`src/rtl/id_ex_operand_stage.sv`:
```
// ID/EX operand stage: decodes the ID instruction into an ALU code, forwards and
// selects the two ALU operands, detects load-use hazards and registers everything for EX.
module id_ex_operand_stage #(
  parameter int DATA_WIDTH = 32
) (
  input  logic                  clk,
  input  logic                  reset,
  input  logic                  id_valid,
  input  logic [6:0]            id_opcode,
  input  logic [2:0]            id_funct3,
  input  logic                  id_funct7_5,
  input  logic [4:0]            id_rs1,
  input  logic [4:0]            id_rs2,
  input  logic [4:0]            id_rd,
  input  logic [DATA_WIDTH-1:0] id_rs1_data,
  input  logic [DATA_WIDTH-1:0] id_rs2_data,
  input  logic [DATA_WIDTH-1:0] id_imm,
  input  logic [DATA_WIDTH-1:0] id_pc,
  input  logic                  stall,
  input  logic                  flush,
  input  logic                  exmem_reg_write,
  input  logic [4:0]            exmem_rd,
  input  logic [DATA_WIDTH-1:0] exmem_result,
  input  logic                  memwb_reg_write,
  input  logic [4:0]            memwb_rd,
  input  logic [DATA_WIDTH-1:0] memwb_data,
  output logic                  hazard_stall,
  output logic                  ex_valid,
  output logic [3:0]            ex_alu_op,
  output logic [DATA_WIDTH-1:0] ex_alu_in_1,
  output logic [DATA_WIDTH-1:0] ex_alu_in_2,
  output logic [4:0]            ex_rd,
  output logic                  ex_is_load,
  output logic                  ex_illegal
);

  localparam logic [3:0] ALU_ADD = 4'd0;
  localparam logic [3:0] ALU_SUB = 4'd1;
  localparam logic [3:0] ALU_SLL = 4'd2;
  localparam logic [3:0] ALU_XOR = 4'd3;
  localparam logic [3:0] ALU_SRL = 4'd4;
  localparam logic [3:0] ALU_OR  = 4'd5;
  localparam logic [3:0] ALU_AND = 4'd6;
  localparam logic [3:0] ALU_BEQ = 4'd7;
  localparam logic [3:0] ALU_BNE = 4'd8;
  localparam logic [3:0] ALU_BLT = 4'd9;
  localparam logic [3:0] ALU_BGE = 4'd10;

  localparam logic [6:0] OPC_R      = 7'b0110011;
  localparam logic [6:0] OPC_I      = 7'b0010011;
  localparam logic [6:0] OPC_LOAD   = 7'b0000011;
  localparam logic [6:0] OPC_STORE  = 7'b0100011;
  localparam logic [6:0] OPC_JALR   = 7'b1100111;
  localparam logic [6:0] OPC_LUI    = 7'b0110111;
  localparam logic [6:0] OPC_AUIPC  = 7'b0010111;
  localparam logic [6:0] OPC_JAL    = 7'b1101111;
  localparam logic [6:0] OPC_BRANCH = 7'b1100011;

  // Returns {illegal, alu_op}; funct7[5] selects SUB on R-type and marks SRA/SRAI illegal.
  function automatic logic [4:0] map_alu(input logic [2:0] f3, input logic f7_5,
                                         input logic is_r);
    logic [4:0] res;
    case (f3)
      3'b000:  res = {1'b0, (is_r && f7_5) ? ALU_SUB : ALU_ADD};
      3'b001:  res = {1'b0, ALU_SLL};
      3'b100:  res = {1'b0, ALU_XOR};
      3'b101:  res = {f7_5, ALU_SRL};
      3'b110:  res = {1'b0, ALU_OR};
      3'b111:  res = {1'b0, ALU_AND};
      default: res = {1'b1, ALU_ADD};
    endcase
    return res;
  endfunction

  function automatic logic [4:0] map_branch(input logic [2:0] f3);
    logic [4:0] res;
    case (f3)
      3'b000:  res = {1'b0, ALU_BEQ};
      3'b001:  res = {1'b0, ALU_BNE};
      3'b100:  res = {1'b0, ALU_BLT};
      3'b101:  res = {1'b0, ALU_BGE};
      default: res = {1'b1, ALU_ADD};
    endcase
    return res;
  endfunction

  logic [DATA_WIDTH-1:0] w_fwd1;
  logic [DATA_WIDTH-1:0] w_fwd2;
  logic [DATA_WIDTH-1:0] w_shamt_imm;
  logic [DATA_WIDTH-1:0] w_in1;
  logic [DATA_WIDTH-1:0] w_in2;
  logic [3:0]            w_alu_op;
  logic                  w_use_rs1;
  logic                  w_use_rs2;
  logic                  w_writes_rd;
  logic                  w_is_load;
  logic                  w_illegal;
  logic                  w_hazard;
  logic                  w_accept;

  logic                  r_ex_valid_p1;
  logic [3:0]            r_ex_alu_op_p1;
  logic [DATA_WIDTH-1:0] r_ex_in1_p1;
  logic [DATA_WIDTH-1:0] r_ex_in2_p1;
  logic [4:0]            r_ex_rd_p1;
  logic                  r_ex_is_load_p1;
  logic                  r_ex_illegal_p1;

  // ID decode, forwarding and operand select
  assign w_fwd1 = (exmem_reg_write && exmem_rd != 5'd0 && exmem_rd == id_rs1) ? exmem_result :
                  (memwb_reg_write && memwb_rd != 5'd0 && memwb_rd == id_rs1) ? memwb_data :
                  id_rs1_data;
  assign w_fwd2 = (exmem_reg_write && exmem_rd != 5'd0 && exmem_rd == id_rs2) ? exmem_result :
                  (memwb_reg_write && memwb_rd != 5'd0 && memwb_rd == id_rs2) ? memwb_data :
                  id_rs2_data;
  assign w_shamt_imm = {{(DATA_WIDTH-5){1'b0}}, id_imm[4:0]};

  always_comb begin
    w_alu_op    = ALU_ADD;
    w_in1       = '0;
    w_in2       = '0;
    w_use_rs1   = 1'b0;
    w_use_rs2   = 1'b0;
    w_writes_rd = 1'b0;
    w_is_load   = 1'b0;
    w_illegal   = 1'b0;
    case (id_opcode)
      OPC_R: begin
        w_use_rs1   = 1'b1;
        w_use_rs2   = 1'b1;
        w_writes_rd = 1'b1;
        {w_illegal, w_alu_op} = map_alu(id_funct3, id_funct7_5, 1'b1);
        w_in1 = w_fwd1;
        w_in2 = w_fwd2;
      end
      OPC_I: begin
        w_use_rs1   = 1'b1;
        w_writes_rd = 1'b1;
        {w_illegal, w_alu_op} = map_alu(id_funct3, id_funct7_5, 1'b0);
        w_in1 = w_fwd1;
        w_in2 = (id_funct3 == 3'b001 || id_funct3 == 3'b101) ? w_shamt_imm : id_imm;
      end
      OPC_LOAD: begin
        w_use_rs1   = 1'b1;
        w_writes_rd = 1'b1;
        w_is_load   = 1'b1;
        w_in1 = w_fwd1;
        w_in2 = id_imm;
      end
      OPC_STORE: begin
        w_use_rs1 = 1'b1;
        w_use_rs2 = 1'b1;
        w_in1 = w_fwd1;
        w_in2 = id_imm;
      end
      OPC_JALR: begin
        w_use_rs1   = 1'b1;
        w_writes_rd = 1'b1;
        w_in1 = w_fwd1;
        w_in2 = id_imm;
      end
      OPC_LUI: begin
        w_writes_rd = 1'b1;
        w_in2 = id_imm;
      end
      OPC_AUIPC, OPC_JAL: begin
        w_writes_rd = 1'b1;
        w_in1 = id_pc;
        w_in2 = id_imm;
      end
      OPC_BRANCH: begin
        w_use_rs1 = 1'b1;
        w_use_rs2 = 1'b1;
        {w_illegal, w_alu_op} = map_branch(id_funct3);
        w_in1 = w_fwd1;
        w_in2 = w_fwd2;
      end
      default: w_illegal = 1'b1;
    endcase
  end

  // A load in EX cannot forward its data yet, so a dependent ID instruction waits one cycle.
  assign w_hazard = id_valid && r_ex_valid_p1 && r_ex_is_load_p1 && (r_ex_rd_p1 != 5'd0) &&
                    ((w_use_rs1 && r_ex_rd_p1 == id_rs1) || (w_use_rs2 && r_ex_rd_p1 == id_rs2));
  assign w_accept = id_valid && !w_illegal && !w_hazard;

  // ID/EX register
  always_ff @(posedge clk) begin
    if (reset) begin
      r_ex_valid_p1   <= 1'b0;
      r_ex_alu_op_p1  <= ALU_ADD;
      r_ex_in1_p1     <= '0;
      r_ex_in2_p1     <= '0;
      r_ex_rd_p1      <= 5'd0;
      r_ex_is_load_p1 <= 1'b0;
      r_ex_illegal_p1 <= 1'b0;
    end else if (flush) begin
      r_ex_valid_p1   <= 1'b0;
      r_ex_rd_p1      <= 5'd0;
      r_ex_is_load_p1 <= 1'b0;
      r_ex_illegal_p1 <= 1'b0;
    end else if (stall) begin
      // The illegal flag is an event, not stage content, so it never stretches.
      r_ex_illegal_p1 <= 1'b0;
    end else begin
      r_ex_valid_p1   <= w_accept;
      r_ex_alu_op_p1  <= w_alu_op;
      r_ex_in1_p1     <= w_in1;
      r_ex_in2_p1     <= w_in2;
      r_ex_rd_p1      <= (w_accept && w_writes_rd) ? id_rd : 5'd0;
      r_ex_is_load_p1 <= w_accept && w_is_load;
      r_ex_illegal_p1 <= id_valid && w_illegal && !w_hazard;
    end
  end

  assign hazard_stall = w_hazard;
  assign ex_valid     = r_ex_valid_p1;
  assign ex_alu_op    = r_ex_alu_op_p1;
  assign ex_alu_in_1  = r_ex_in1_p1;
  assign ex_alu_in_2  = r_ex_in2_p1;
  assign ex_rd        = r_ex_rd_p1;
  assign ex_is_load   = r_ex_is_load_p1;
  assign ex_illegal   = r_ex_illegal_p1;

endmodule
```
`config.mk`:
```
export PLATFORM = sky130hd
export DESIGN_NAME = id_ex_operand_stage
export DESIGN_NICKNAME = d
export VERILOG_FILES = /design/src/rtl/id_ex_operand_stage.sv
export SDC_FILE = /design/constraint.sdc
export NUM_CORES = 1
export LEC_CHECK = 0
export ABC_AREA = 0
export ABC_CLOCK_PERIOD_IN_PS = 1950
export BUFFER_PORTS_ARGS = -buffer_cell sky130_fd_sc_hd__buf_2
export CAP_MARGIN = 20
export CORE_MARGIN = 1
export CORE_UTILIZATION = 42
export DETAILED_ROUTE_END_ITERATION = 16
export GPL_TIMING_DRIVEN = 1
export HOLD_SLACK_MARGIN = 0.1
export PLACE_DENSITY = 0.82
export SYNTH_ARGS = -nofsm -noshare
export SYNTH_HDL_FRONTEND = slang
export SYNTH_SLANG_ARGS = --single-unit
```
`constraint.sdc`:
```
create_clock -name clk -period 1.95 [get_ports clk]
set_clock_uncertainty 0.05 [all_clocks]
set_input_delay 0.0975 -clock clk [delete_from_list [all_inputs] [get_ports clk]]
set_output_delay 0.0975 -clock clk [all_outputs]
set_load 0.01 [all_outputs]
```
# After elaboration in Yosys (flattened, before gate mapping)
# Index checks and enable logic that the tools add are counted.
[totals]
register_bits = 76
output_inout_bits = 77
inputBits = 235
wordCells = 82
[op_classes]
n_mux = 18
bitwise = 2
reduce_logical = 35
eq_ne = 20
[op_table]
columns = ["cell", "n"]
rows = [
  ["2-to-1 mux 32 bit", 5],
  ["one-hot mux 32 bit (3 select lines)", 1],
  ["one-hot mux 32 bit (2 select lines)", 1],
  ["one-hot mux 5 bit (6 select lines)", 2],
  ["== test 5 bit", 6],
  ["== test 7 x 6 -> 1 bit (second input constant)", 3],
  ["== test 7 bit (second input constant)", 3],
  ["one-hot mux 5 bit (4 select lines)", 1],
  ["logical AND 1 bit", 18],
  ["nonzero test 5 bit", 3],
  ["== test 7 x 5 -> 1 bit (second input constant)", 2],
  ["== test 3 bit (second input constant)", 4],
  ["one-hot mux 4 bit (3 select lines)", 1],
  ["OR reduction 6 bit", 2],
  ["== test 7 x 2 -> 1 bit (second input constant)", 1],
  ["OR reduction 7 bit", 1],
  ["OR reduction 2 bit", 3],
  ["OR reduction 3 bit", 2],
  ["2-to-1 mux 1 bit", 5],
  ["2-to-1 mux 5 bit", 1],
  ["one-hot mux 1 bit (4 select lines)", 1],
  ["== test 3 x 1 -> 1 bit (second input constant)", 1],
  ["logical NOT 3 bit", 1],
  ["logical NOT 1 bit", 2],
  ["other kinds (3)", 5],
]

# Longest topological paths before layout
[depth]
word_depth = 10
depth_mapped = 9
ltp_nobuf = 5

# Worst setup path before layout
# OpenSTA, ideal clock, no wires.
[synth_path]
path_kind = "in2reg"
from = "in memwb_rd[1]"
to = "reg r_ex_in2_p1[31], in the netlist ex_alu_in_2[31]"
path_buffers = 3
path_stages = 8
t_arrival_ps = 1686
setup_ps = 122
path_slack_ps = 92
t_required_ps = 1778
cell_sequence = "or4_4 o21a_1 buf_6 buf_6 buf_6 a31oi_1 o21ai_1 a221o_1"
[synth_via]
elab_chain_len = 6
elab_cells_between_ends = 7
cone_classes = "eq/ne: 1; mux: 3; reduce/logical: 3"
[synth_rtl]
columns = ["element", "line", "rtl"]
rows = [
  ["start, declared", "25", "input logic [4:0] memwb_rd,"],
  ["nonzero test 5 bit", "114", "(memwb_reg_write && memwb_rd != 5'd0 && memwb_rd == id_rs2) ? memwb_data :"],
  ["logical AND 1 bit", "114", ""],
  ["logical AND 1 bit (*)", "114", ""],
  ["2-to-1 mux 32 bit (*)", "114", ""],
  ["2-to-1 mux 32 bit (*)", "113", "assign w_fwd2 = (exmem_reg_write && exmem_rd != 5'd0 && exmem_rd == id_rs2) ? exmem_result :"],
  ["one-hot mux 32 bit (3 select lines) (*)", "127", "case (id_opcode)"],
  ["end signal, assigned", "209", "r_ex_in2_p1 <= w_in2;"],
  ["end, declared", "104", "logic [DATA_WIDTH-1:0] r_ex_in2_p1;"],
]
# Mark *: on every way between the ends. The rest lies on a longest branch, timed or not.
# A chain may end at the register's enable or synchronous reset.

# Final worst setup path
[layout_path]
from = "reg r_ex_rd_p1[1], in the netlist ex_rd[1]"
to = "out hazard_stall"
[layout_via]
elab_chain_len = 4
elab_cells_between_ends = 8
cone_classes = "eq/ne: 2; reduce/logical: 6"
[layout_rtl]
columns = ["element", "line", "rtl"]
rows = [
  ["start, declared", "105", "logic [4:0] r_ex_rd_p1;"],
  ["start signal, assigned", "210", "r_ex_rd_p1 <= (w_accept && w_writes_rd) ? id_rd : 5'd0;"],
  ["== test 5 bit", "184", "((w_use_rs1 && r_ex_rd_p1 == id_rs1) || (w_use_rs2 && r_ex_rd_p1 == id_rs2));"],
  ["logical AND 1 bit", "184", ""],
  ["logical OR 1 bit", "184", ""],
  ["logical AND 1 bit (*)", "183", "assign w_hazard = id_valid && r_ex_valid_p1 && r_ex_is_load_p1 && (r_ex_rd_p1 != 5'd0) &&"],
  ["end, declared", "27", "output logic hazard_stall,"],
]
# Marked as above.

==> run metrics <==
Post-Synth Adder-Cell Area=0%; die width=122.1 um; Netlist Area Pre-Place=6055 um^2; post-layout min period=1.983 ns; CP required=1.80 ns; CP Launch Type=register; postcts setup bufs=0; IO Count=312; htree depth=3; IO buf count=311; Worst Path Max Fanout=2; Synth Area in Compound Gates=35.67%; Max Buffers Root-to-Sink=2; outcome=finished with violations; worst slack, placed=-0.1119 ns; Synth Flop Type=dfxtp_1; Max Cap Violations=0; All-Layer GR Usage=37.15%; synth warn=0; Avg Synthesized Cell Area=7.321 um^2; P_leak=4.007 nW; mux cell area share after synthesis=0.1653%; die height=122.1 um; final worst-path cycle share=101.7%; area grow syn2layout=51.91%; Row Count=43; post-DR wirelength/cell=20.68 um; combinational family with the most area after synthesis=compound AO/OA/AOI/OAI gates; EDFF count, synth=0; CTS tree=yes; Slew Viols, Final=0; Final Setup Violations=1; vias in the first global route=8313; design area=9198 um^2; hold crit path type=in -> reg; Seq cells post-synth=76; Post-Synthesis Cells=827; WS Path Type=reg -> out; TritonCTS Buffers=9; placed standard-cell area=8070 um^2; xor/xnor cell area share of the yosys netlist=4.484%; drt total wl=28460 um; largest net degree at the start of global routing=75; Slew HR=63.39%; Max Fclk=0.5042 GHz; ratio of cells with drive above 1 in the final layout=33.53%; Worst-Skew Late Latency=0.34 ns; Final WS setup=-0.03342 ns; Fin Hold WS=0.1130 ns; failing checks=negative setup slack; GP Congestion=0.9540; Distinct cells, synth=58; storage element area=1521 um^2; post-DP HPWL=18850 um; Tightest Pin Transition=0.5455 ns; RSZ-0062 raised after global routing=true; P per Cell Area=507.1 nW/um^2; full die area=14900 um^2; # DRC=0; crit end category=output port; total gr overflow=0; Clock Sinks=76; first-pass iteration count of the detailed router=6; Post-DRT Antenna Nets=0; initial antenna violation count=3; Clock Tree Root=clkbuf_16; post-synthesis sequential area ratio=25.13%; global-route wire length before repair=43040 um; fraction of the mapped netlist area in simple logic gates=23.91%; Filler cells=1144; Max IR drop VDD=0.3230 mV; DRT iter0 DRCs=1117; Final Power=4.664 mW; Starting Density=43.28%; fin nets=1423; final-report hold violation count=0; Net Count, Synth=1062; vias per cell=6.445; core area=13990 um^2; Critical Path AT=1.84 ns; CTS clk-pin slew, worst paths=0.06 ns; area of the multi-input gates=3970 um^2; Vias=8869; fraction of registers with async set/reset=0%
==> area by class of cell <==
cell class,instances,share of cell area [%]
Multi-Input combinational cell,597,43.16
Timing Repair Buffer,444,32.10
Sequential cell,76,16.54
Clock buffer,12,2.680
Inverter,60,2.449
Tap cell,180,2.449
Clock inverter,4,0.5305
Antenna cell,3,0.08162
==> flip-flops by register name, indices dropped and copies added (netlist names) <==
register / count
ex_valid: 1
ex_rd: 5
ex_illegal: 1
ex_is_load: 1
ex_alu_in_1: 32
ex_alu_op: 4
ex_alu_in_2: 32
==> cell families (layout without fill, tap and decap cells) <==
logic type,Yosys count,in the layout
AO/OA/AOI/OAI,305,305
AND/OR/NAND/NOR,260,260
buffers and inverters,154,520
flip-flops,76,76
XOR/XNOR,31,31
multiplexers,1,1
other,0,3
==> metrics by stage <==
stage / util, % / instances / setup TNS, ns
after floorplan: - / 827 / 0
after global placement: 57.69 / 1278 / -0.04398
after detailed placement: 57.69 / 1278 / -0.8493
after CTS: 65.53 / 1373 / -0.002077
after global routing: 65.75 / 1376 / -0.08191
final: 65.75 / 1376 / -0.03342
==> cell usage in the layout, fill, tap and decap left out, types with 3 or more instances in the layout <==
cell type,netlist,layout
inv_1,60,60
nand3b_1,7,7
a32oi_1,5,5
buf_4,3,38
a211oi_1,38,38
nor2_1,68,66
dfxtp_1,76,76
xnor2_1,23,23
nand4_1,7,7
xor2_1,8,8
o311ai_0,27,27
nand2b_1,6,6
a211o_1,6,6
o21ai_1,3,4
o21ai_0,44,43
and4_1,38,38
a21oi_1,47,47
buf_12,0,16
a221oi_1,27,27
dlygate4sd3_1,0,79
nor4_1,30,28
a31oi_1,60,60
buf_2,8,311
clkbuf_16,0,9
o32ai_1,5,5
nand3_1,31,31
diode_2,0,3
nand2_1,49,49
o311ai_1,5,5
a221o_1,27,27
==> path summary, 6_finish.rpt <==
| path | start | to | slack (ns) | cells after the start |
|---|---|---|---|---|
| hold / removal | id_rs2_data[6] | ex_alu_in_2[6]$_SDFFE_PP0P_ | 0.11 | 4 |
| hold reg to reg | ex_alu_op[0]$_SDFFE_PP0P_ | ex_alu_op[0]$_SDFFE_PP0P_ | 0.42 | 2 |
| setup reg to reg | ex_rd[1]$_SDFFE_PP0N_ | ex_rd[2]$_SDFFE_PP0N_ | 0.01 | 5 |
| setup / recovery | ex_rd[1]$_SDFFE_PP0N_ | hazard_stall | -0.03 | 5 |
==> cell usage after synthesis (6+ instances only) <==
cell       n  area, um^2
xnor2_1   23       201.4
nand3_1   31       155.2
nand4_1    7       43.79
a211o_1    6       52.55
o311ai_0  27       236.5
nand2_1   49       183.9
nor2_1    68       255.2
o21ai_0   44       220.2
nand2b_1   6       37.54
a221o_1   27       270.3
buf_2      8       40.04
xor2_1     8       70.07
nand3b_1   7       52.55
buf_6      6       67.56
inv_1     60       225.2
a31oi_1   60       375.4
a21oi_1   47       235.2
and4_1    38       332.8
nor4_1    30       187.7
a221oi_1  27       236.5
clkbuf_1  72       270.3
dfxtp_1   76        1521
a211oi_1  38       285.3
==> layer usage <==
layer	part of all wire [%]	GRT usage, %
met5	0	0
met2	46	59.53
met3	12	7.818
met1	37	45.20
met4	5.2	23.32
==> timing repair <==
item / in CTS / in global routing
gates cloned: 0 / 0
pin swaps: 0 / 1
resized for setup: 2 / 4
setup endpoints to repair: 1 / 2
hold buffers: 79 / 0
hold endpoints to repair: 69 / 0
==> worst max-delay path, cell delays in order (launching register included) <==
cell,delay (ns)
dfxtp_1,0.32
or4_4,0.55
o2111ai_4,0.23
nor4_2,0.09
a21o_1,0.17
buf_2,0.14
==> report_power, final <==
part / leakage, nW / internal [mW] / switching (mW)
Sequential: 0.617 / 1.59 / 0.0239
Combinational: 3.24 / 0.573 / 0.746
Clock: 0.147 / 1.03 / 0.702
(Power assumes the default switching activity.)
